$ cat config.mk
export PLATFORM = sky130hd
export DESIGN_NAME = rcv_bit_ctrl
export DESIGN_NICKNAME = d
export VERILOG_FILES = /design/src/rtl/rcv_pkg.sv /design/src/rtl/rcv_bit_timer.sv /design/src/rtl/rcv_bit_ctrl.sv
export SDC_FILE = /design/constraint.sdc
export NUM_CORES = 1
export LEC_CHECK = 0
export CORE_MARGIN = 3
export CORE_UTILIZATION = 59
export DETAILED_ROUTE_END_ITERATION = 8
export HOLD_SLACK_MARGIN = 0.15
export MAX_ROUTING_LAYER = met4
export PLACE_DENSITY = 0.91
export SLEW_MARGIN = 30
export SYNTH_ARGS = -nofsm -noshare
export SYNTH_HDL_FRONTEND = slang
export SYNTH_SLANG_ARGS = --single-unit
$ cat constraint.sdc
create_clock -name clk -period 2.95 [get_ports clk]
set_clock_uncertainty 0.2 [all_clocks]
set_input_delay 0.4425 -clock clk [delete_from_list [all_inputs] [get_ports clk]]
set_output_delay 0.4425 -clock clk [all_outputs]
set_load 0.01 [all_outputs]
$ cat src/rtl/rcv_pkg.sv
// rcv_pkg: shared types and width helpers for the serial receive controller.
//   rcv_state_t  - receive FSM states
//   timer_width  - width of the bit-period timer for a given CLKS_PER_BIT
//   count_width  - width of the data-bit counter for a given DATA_BITS
package rcv_pkg;

    typedef enum logic [2:0] {
        IDLE,
        START_CHK,
        DATA,
        PARITY,
        STOP,
        LOAD
    } rcv_state_t;

    function automatic int unsigned timer_width(input int unsigned clks_per_bit);
        return (clks_per_bit > 2) ? $clog2(clks_per_bit) : 1;
    endfunction

    function automatic int unsigned count_width(input int unsigned data_bits);
        return $clog2(data_bits + 1);
    endfunction

endpackage

$ cat src/rtl/rcv_bit_timer.sv
// rcv_bit_timer: bit-period counter for the receive controller.
//   clk, rst   - clock, asynchronous active-high reset
//   clear      - force the counter to 0 next cycle (wins over enable)
//   enable     - count this cycle; wraps to 0 after CLKS_PER_BIT-1
//   half_hit   - counter == CLKS_PER_BIT/2 - 1 (start-bit centre check)
//   full_hit   - counter == CLKS_PER_BIT - 1 (end of a bit period)
//   rollover   - full_hit while counting, i.e. the counter wraps this cycle
module rcv_bit_timer
    import rcv_pkg::*;
#(
    parameter int unsigned CLKS_PER_BIT = 16,
    parameter int unsigned TW           = timer_width(CLKS_PER_BIT)
) (
    input  logic clk,
    input  logic rst,
    input  logic clear,
    input  logic enable,
    output logic half_hit,
    output logic full_hit,
    output logic rollover
);

    localparam logic [TW-1:0] HalfVal = TW'(CLKS_PER_BIT / 2 - 1);
    localparam logic [TW-1:0] FullVal = TW'(CLKS_PER_BIT - 1);

    logic [TW-1:0] bit_timer_q, bit_timer_d;

    assign half_hit = (bit_timer_q == HalfVal);
    assign full_hit = (bit_timer_q == FullVal);
    assign rollover = enable & ~clear & full_hit;

    always_comb begin
        bit_timer_d = bit_timer_q;
        if (clear) begin
            bit_timer_d = '0;
        end else if (enable) begin
            bit_timer_d = full_hit ? '0 : bit_timer_q + TW'(1);
        end
    end

    always_ff @(posedge clk or posedge rst) begin
        if (rst) begin
            bit_timer_q <= '0;
        end else begin
            bit_timer_q <= bit_timer_d;
        end
    end

endmodule

$ cat src/rtl/rcv_bit_ctrl.sv
// rcv_bit_ctrl: receive-side bit timing and framing for the async serial link.
//   clk, rst       - clock, asynchronous active-high reset
//   serial_in      - raw line, idle high
//   data_read      - consumer acknowledge of the buffered frame (1-cycle pulse)
//   serial_sync    - synchronised line, feeds the shift register data input
//   shift_strobe   - 1-cycle pulse at each data-bit centre, feeds shift enable
//   load_buffer    - 1-cycle pulse, shift register holds a good frame
//   data_ready     - buffered frame pending
//   framing_error  - sticky, stop bit sampled low
//   overrun_error  - sticky, frame loaded while data_ready still set
//   parity_error   - sticky, even-parity mismatch (only with RCV_PARITY_EN)
// Build option: define RCV_PARITY_EN to add a parity bit between data and stop.
module rcv_bit_ctrl
    import rcv_pkg::*;
#(
    parameter int unsigned DATA_BITS    = 8,
    parameter int unsigned CLKS_PER_BIT = 16
) (
    input  logic clk,
    input  logic rst,
    input  logic serial_in,
    input  logic data_read,
    output logic serial_sync,
    output logic shift_strobe,
    output logic load_buffer,
    output logic data_ready,
    output logic framing_error,
`ifdef RCV_PARITY_EN
    output logic overrun_error,
    output logic parity_error
`else
    output logic overrun_error
`endif
);

    localparam int unsigned   CW      = count_width(DATA_BITS);
    localparam logic [CW-1:0] LastBit = CW'(DATA_BITS - 1);

    rcv_state_t    state_q, state_d;
    logic [CW-1:0] bit_cnt_q, bit_cnt_d;
    logic          sync1_q, sync2_q, prev_q;
    logic          data_ready_q, data_ready_d;
    logic          framing_q, framing_d;
    logic          overrun_q, overrun_d;
`ifdef RCV_PARITY_EN
    logic          parity_acc_q, parity_acc_d;
    logic          parity_err_q, parity_err_d;
`endif

    logic timer_clear, timer_en;
    logic half_hit, full_hit, rollover;

    rcv_bit_timer #(
        .CLKS_PER_BIT (CLKS_PER_BIT)
    ) u_bit_timer (
        .clk      (clk),
        .rst      (rst),
        .clear    (timer_clear),
        .enable   (timer_en),
        .half_hit (half_hit),
        .full_hit (full_hit),
        .rollover (rollover)
    );

    always_comb begin
        state_d      = state_q;
        bit_cnt_d    = bit_cnt_q;
        data_ready_d = data_ready_q;
        framing_d    = framing_q;
        overrun_d    = overrun_q;
`ifdef RCV_PARITY_EN
        parity_acc_d = parity_acc_q;
        parity_err_d = parity_err_q;
`endif
        timer_clear  = 1'b0;
        timer_en     = 1'b0;
        shift_strobe = 1'b0;
        load_buffer  = 1'b0;

        unique case (state_q)
            IDLE: begin
                timer_clear = 1'b1;
                // prev_q only returns high after the line does, so a low stop bit
                // cannot be mistaken for the next start edge.
                if (prev_q && !sync2_q) begin
                    state_d = START_CHK;
                end
            end
            START_CHK: begin
                timer_en = 1'b1;
                if (half_hit) begin
                    if (!sync2_q) begin
                        state_d     = DATA;
                        timer_clear = 1'b1;
                        bit_cnt_d   = '0;
                        framing_d   = 1'b0;
                        overrun_d   = 1'b0;
`ifdef RCV_PARITY_EN
                        parity_acc_d = 1'b0;
                        parity_err_d = 1'b0;
`endif
                    end else begin
                        state_d = IDLE;
                    end
                end
            end
            DATA: begin
                timer_en = 1'b1;
                if (rollover) begin
                    shift_strobe = 1'b1;
                    bit_cnt_d    = bit_cnt_q + CW'(1);
`ifdef RCV_PARITY_EN
                    parity_acc_d = parity_acc_q ^ sync2_q;
                    if (bit_cnt_q == LastBit) state_d = PARITY;
`else
                    if (bit_cnt_q == LastBit) state_d = STOP;
`endif
                end
            end
`ifdef RCV_PARITY_EN
            PARITY: begin
                timer_en = 1'b1;
                if (full_hit) begin
                    if (sync2_q != parity_acc_q) parity_err_d = 1'b1;
                    state_d = STOP;
                end
            end
`endif
            STOP: begin
                timer_en = 1'b1;
                if (full_hit) begin
                    if (sync2_q) begin
                        state_d = LOAD;
                    end else begin
                        framing_d = 1'b1;
                        state_d   = IDLE;
                    end
                end
            end
            LOAD: begin
                timer_clear = 1'b1;
                load_buffer = 1'b1;
                state_d     = IDLE;
                if (data_ready_q && !data_read) overrun_d = 1'b1;
            end
            default: begin
                state_d = IDLE;
            end
        endcase

        // A read coinciding with a load leaves the new frame pending.
        if (data_read) begin
            data_ready_d = 1'b0;
            overrun_d    = 1'b0;
        end
        if (load_buffer) data_ready_d = 1'b1;
    end

    always_ff @(posedge clk or posedge rst) begin
        if (rst) begin
            state_q      <= IDLE;
            bit_cnt_q    <= '0;
            sync1_q      <= 1'b1;
            sync2_q      <= 1'b1;
            prev_q       <= 1'b1;
            data_ready_q <= 1'b0;
            framing_q    <= 1'b0;
            overrun_q    <= 1'b0;
`ifdef RCV_PARITY_EN
            parity_acc_q <= 1'b0;
            parity_err_q <= 1'b0;
`endif
        end else begin
            state_q      <= state_d;
            bit_cnt_q    <= bit_cnt_d;
            sync1_q      <= serial_in;
            sync2_q      <= sync1_q;
            prev_q       <= sync2_q;
            data_ready_q <= data_ready_d;
            framing_q    <= framing_d;
            overrun_q    <= overrun_d;
`ifdef RCV_PARITY_EN
            parity_acc_q <= parity_acc_d;
            parity_err_q <= parity_err_d;
`endif
        end
    end

    assign serial_sync   = sync2_q;
    assign data_ready    = data_ready_q;
    assign framing_error = framing_q;
    assign overrun_error = overrun_q;
`ifdef RCV_PARITY_EN
    assign parity_error  = parity_err_q;
`endif

endmodule

==> results of run 1 <==
area by class of cell:
cell class                 count  area share (%)
multi-input combinational     78           46.14
sequential                    17           37.86
timing repair buffer          12           9.934
clock buffer                   3           1.987
tap                           16           1.766
inverter                       5           1.656
clock inverter                 1          0.6623
logic make-up (layout without fill, tap and decap cells):
logic type	Yosys count	count (layout)	synth area share (%)
xor+xnor	1	1	0.8601
fa+ha+maj	2	2	2.457
simple gates	38	38	23.22
flops	17	17	42.14
compound gates	37	37	24.57
buf+inv	13	21	6.756
layout by cell type (no fill, tap or decap), types with 2 or more instances in the layout:
master                            count
sky130_fd_sc_hd__dfrtp_1             14
sky130_fd_sc_hd__nand2_1             13
sky130_fd_sc_hd__nor2_1               9
sky130_fd_sc_hd__clkdlybuf4s50_1      9
sky130_fd_sc_hd__a21oi_1              7
sky130_fd_sc_hd__o21ai_0              6
sky130_fd_sc_hd__inv_1                5
sky130_fd_sc_hd__nor2b_1              3
sky130_fd_sc_hd__a21o_1               3
sky130_fd_sc_hd__clkbuf_4             3
sky130_fd_sc_hd__buf_4                3
sky130_fd_sc_hd__dfstp_2              3
sky130_fd_sc_hd__o2111ai_1            2
sky130_fd_sc_hd__o22ai_1              2
sky130_fd_sc_hd__and4b_1              2
sky130_fd_sc_hd__a31oi_1              2
sky130_fd_sc_hd__a22oi_1              2
sky130_fd_sc_hd__o21ai_1              2
sky130_fd_sc_hd__o211ai_1             2
worst reg2reg max path, stage by stage (launching register included):
cell and delay [ps]:
sky130_fd_sc_hd__dfrtp_1 470, sky130_fd_sc_hd__buf_4 230, sky130_fd_sc_hd__nor4b_4 350, sky130_fd_sc_hd__o2111ai_1 210, sky130_fd_sc_hd__a21oi_1 180, sky130_fd_sc_hd__o22ai_1 90
sequential cells by signal, summed over array words and instances, names as in the netlist:
name and count:
data_ready 1, u_bit_timer.bit_timer_q 4, state_q 3, serial_sync 1
prev_q 1, bit_cnt_q 4, framing_error 1, sync1_q 1
overrun_error 1
through the flow:
step	setup WS (ps)	cell area (um^2)	total power, mW	utilization [%]
after floorplan	1170	1018	0.5669	-
after global placement	553.2	1101	0.6001	70.63
after detailed placement	495.4	1101	0.6152	70.63
after CTS	139.8	1131	0.7551	72.55
after global routing	73.16	1134	0.8209	72.71
final	215.1	1134	0.7554	72.71
metal layers:
layer	track usage (%)	vias up	part of all wire [%]
li1	-	409	-
met1	27.08	414	46
met2	33.42	33	46
met3	7.519	2	6.9
met4	12.37	0	1.2
met5	-	-	0
report_power, final:
| group | switching (mW) | internal [mW] | leakage, nW |
|---|---|---|---|
| Combinational | 0.158 | 0.128 | 0.288 |
| Sequential | 0.0619 | 0.272 | 0.218 |
| Clock | 0.0835 | 0.0519 | 0.0139 |
worst paths after layout:
path	from	to	slack [ps]
worst max-delay path	u_bit_timer.bit_timer_q[0]	shift_strobe	220
worst min-delay path	sync1_q	serial_sync	160
worst max register to register	state_q[1]	bit_cnt_q[3]	1110
worst min register to register	sync1_q	serial_sync	160
max in group asynchronous	rst	framing_error	1840
min in group asynchronous	rst	bit_cnt_q[2]	300
==> run summary, run 1 <==
The tools report the library cell used as clock root buffer as sky130_fd_sc_hd__clkbuf_4. The die is 47.55 um tall. The tool flagged a number of max-cap violations equal to 0. The number of enable flip-flop cells after synthesis works out to 0.

The number of endpoints with negative hold slack in the final report is 0. The tools report the number of cell rows as 14. The number of levels the H-tree was split into was 1. The depth of the worst register-to-register path was 5; the maximum number of pins on one net before global-route repair was 23. The average wire per cell in the routed design is 15.20 um, and the largest fanout on the critical path is 9.

The repair_antennas step left the layout with diodes totalling 0. The master of the slowest instance on the critical path was sky130_fd_sc_hd__clkdlybuf4s50_1. TritonCTS built the clock tree. The clock net in this run drives a total of 17 sinks. Dividing total power by cell area gives a power density of 666.3 nW/um^2. Of all cell types, the one taking the most synthesized area is sky130_fd_sc_hd__dfrtp_1. For the via count of the first global-routing pass, the log shows 791.

The share of synthesized area in the top cell type comes to 34.40%. The flow ran to the end, and the final reports show no timing, DRC or antenna violations. The number of standard cells in the layout, taps in and fillers out was 132. Once the floorplan was initialized, standard cells occupied 65.33% of the core. On the worst path, the slowest cell contributes a delay of 580 ps. The tools report the number of buffers added by the clock tree synthesis step as 3. Ranked by instance count, the synthesized netlist is headed by sky130_fd_sc_hd__dfrtp_1 (14), sky130_fd_sc_hd__nand2_1 (13), sky130_fd_sc_hd__nor2_1 (9).

The number of placed instances, taps included, is 128. The tightest min-delay check is of the flip-flop to flip-flop type. Total global routing overflow: 0.

Cells with a size suffix above 1 make up 12.07% of the layout. The post-synthesis async set-or-reset flop share came out at 100.0%. The total stage count of the critical path came out at 4. Each instance of the synthesized netlist takes up on average 9.430 um^2.

STA puts the critical path data arrival time at 2090 ps. The run gives 108 as the number of standard cells after synthesis. Adding up every negative setup slack in the final design gives 0 ps. The hold path depth was 0; the number of gates resized after CTS was 0. The final-stage net count is 123, and the count of yosys warnings during synthesis is 0. In this run the static leakage power is 0.5193 nW. The final critical-path required period came out at 2735 ps.

For this block, the routed nets add up to 2.007 mm of wire. For this run, the register share of the synthesized area comes to 42.14%. Input and output buffers added on the ports amount to 9. For the DRC violations left, the log shows 0. Synthesis inferred 17 register bits.

The first global-routing pass estimated 3.450 mm of wire. After detailed routing, the number of vias per cell comes to 6.500. The clock reaches the later pin of the worst-skew pair after 310 ps.

IR analysis of the VDD net gives a maximum drop of 0.0003664 V. The number of setup violations in the final report came out at 0. For the area taken by flip-flops and latches, the log shows 429.2 um^2. The number of antenna violations at the first check in global routing came out at 0.

Setup repair after global routing left no endpoint under its margin. The max-slew violation count is 0. Ranked by total cell area, the synthesized netlist is headed by sky130_fd_sc_hd__dfrtp_1 (34%), sky130_fd_sc_hd__dfstp_2 (7.7%), sky130_fd_sc_hd__nand2_1 (4.8%). The tools report the sort of element at the end of the critical path as a primary output. STA classifies the critical path startpoint as a flip-flop. The worst setup path is of the flip-flop to primary output kind. The worst hold slack across all endpoints came out at 163.1 ps.

In the post-synthesis netlist, the cell with the most instances is sky130_fd_sc_hd__dfrtp_1. The number of buffers and inverters on the critical path was 1; the number of unique standard cell types used by synthesis was 42. At the pin with the least slew margin, the transition time is 636.0 ps.

The number of nets handed over by synthesis was 114. The width of the chip was 47.55 um. Post-CTS timing repair inserted 0 buffers for setup. For the overall via count from detail_route, the log shows 858.

The family of cells with the greatest summed delay on the critical path is buffers and inverters. Counting along the longest clock path gives a buffer depth of 2. The clock input transition at the sequential cells of the worst setup and hold paths was 110 ps. The logs give 57.55% for the max-slew headroom at the worst pin and 116 for the number of inserted filler cells in the final layout. Hold repair after CTS inserted 0 buffers. Global routing used 22.66% of the available tracks across all layers. For this design the top-level I/O count stands at 10. From synthesis to final layout, the design area changed by 11.30%.

For the first-iteration detailed-routing DRC count, the log shows 32. The total area inside the core boundary comes to 1559 um^2. Detailed placement finished with a half-perimeter wire length of 1.394 mm.

Data on the critical path is required at its endpoint by 2310 ps. The detail route stage leaves a number of antenna-violating nets equal to 0. The synthesized cell area was 1018 um^2.

The global placer's final weighted congestion was 0.8481; the die footprint was 2261 um^2. The tools report the first-pass iteration count of the detailed router as 4. The final critical-path share of the clock period came out at 92.71%. The signal on the critical path passes through ha_2 > nand2_1 > nor4_4 > clkdlybuf4s50_1. Derived from the worst setup path, the maximum achievable clock frequency is 0.3656 GHz. The multi-input combinational cells in the finished layout cover a total of 523.0 um^2.

For this run, the leading register cell type out of synthesis is sky130_fd_sc_hd__dfrtp_1.
Note: power is estimated with default switching activity, not from simulation.
==> run 2, diff against run 1 <==
Settings changed: SLEW_MARGIN 30 to 20.
==> results of run 2 <==
No change in the layout: final DEF, timing and power equal those of run 1.
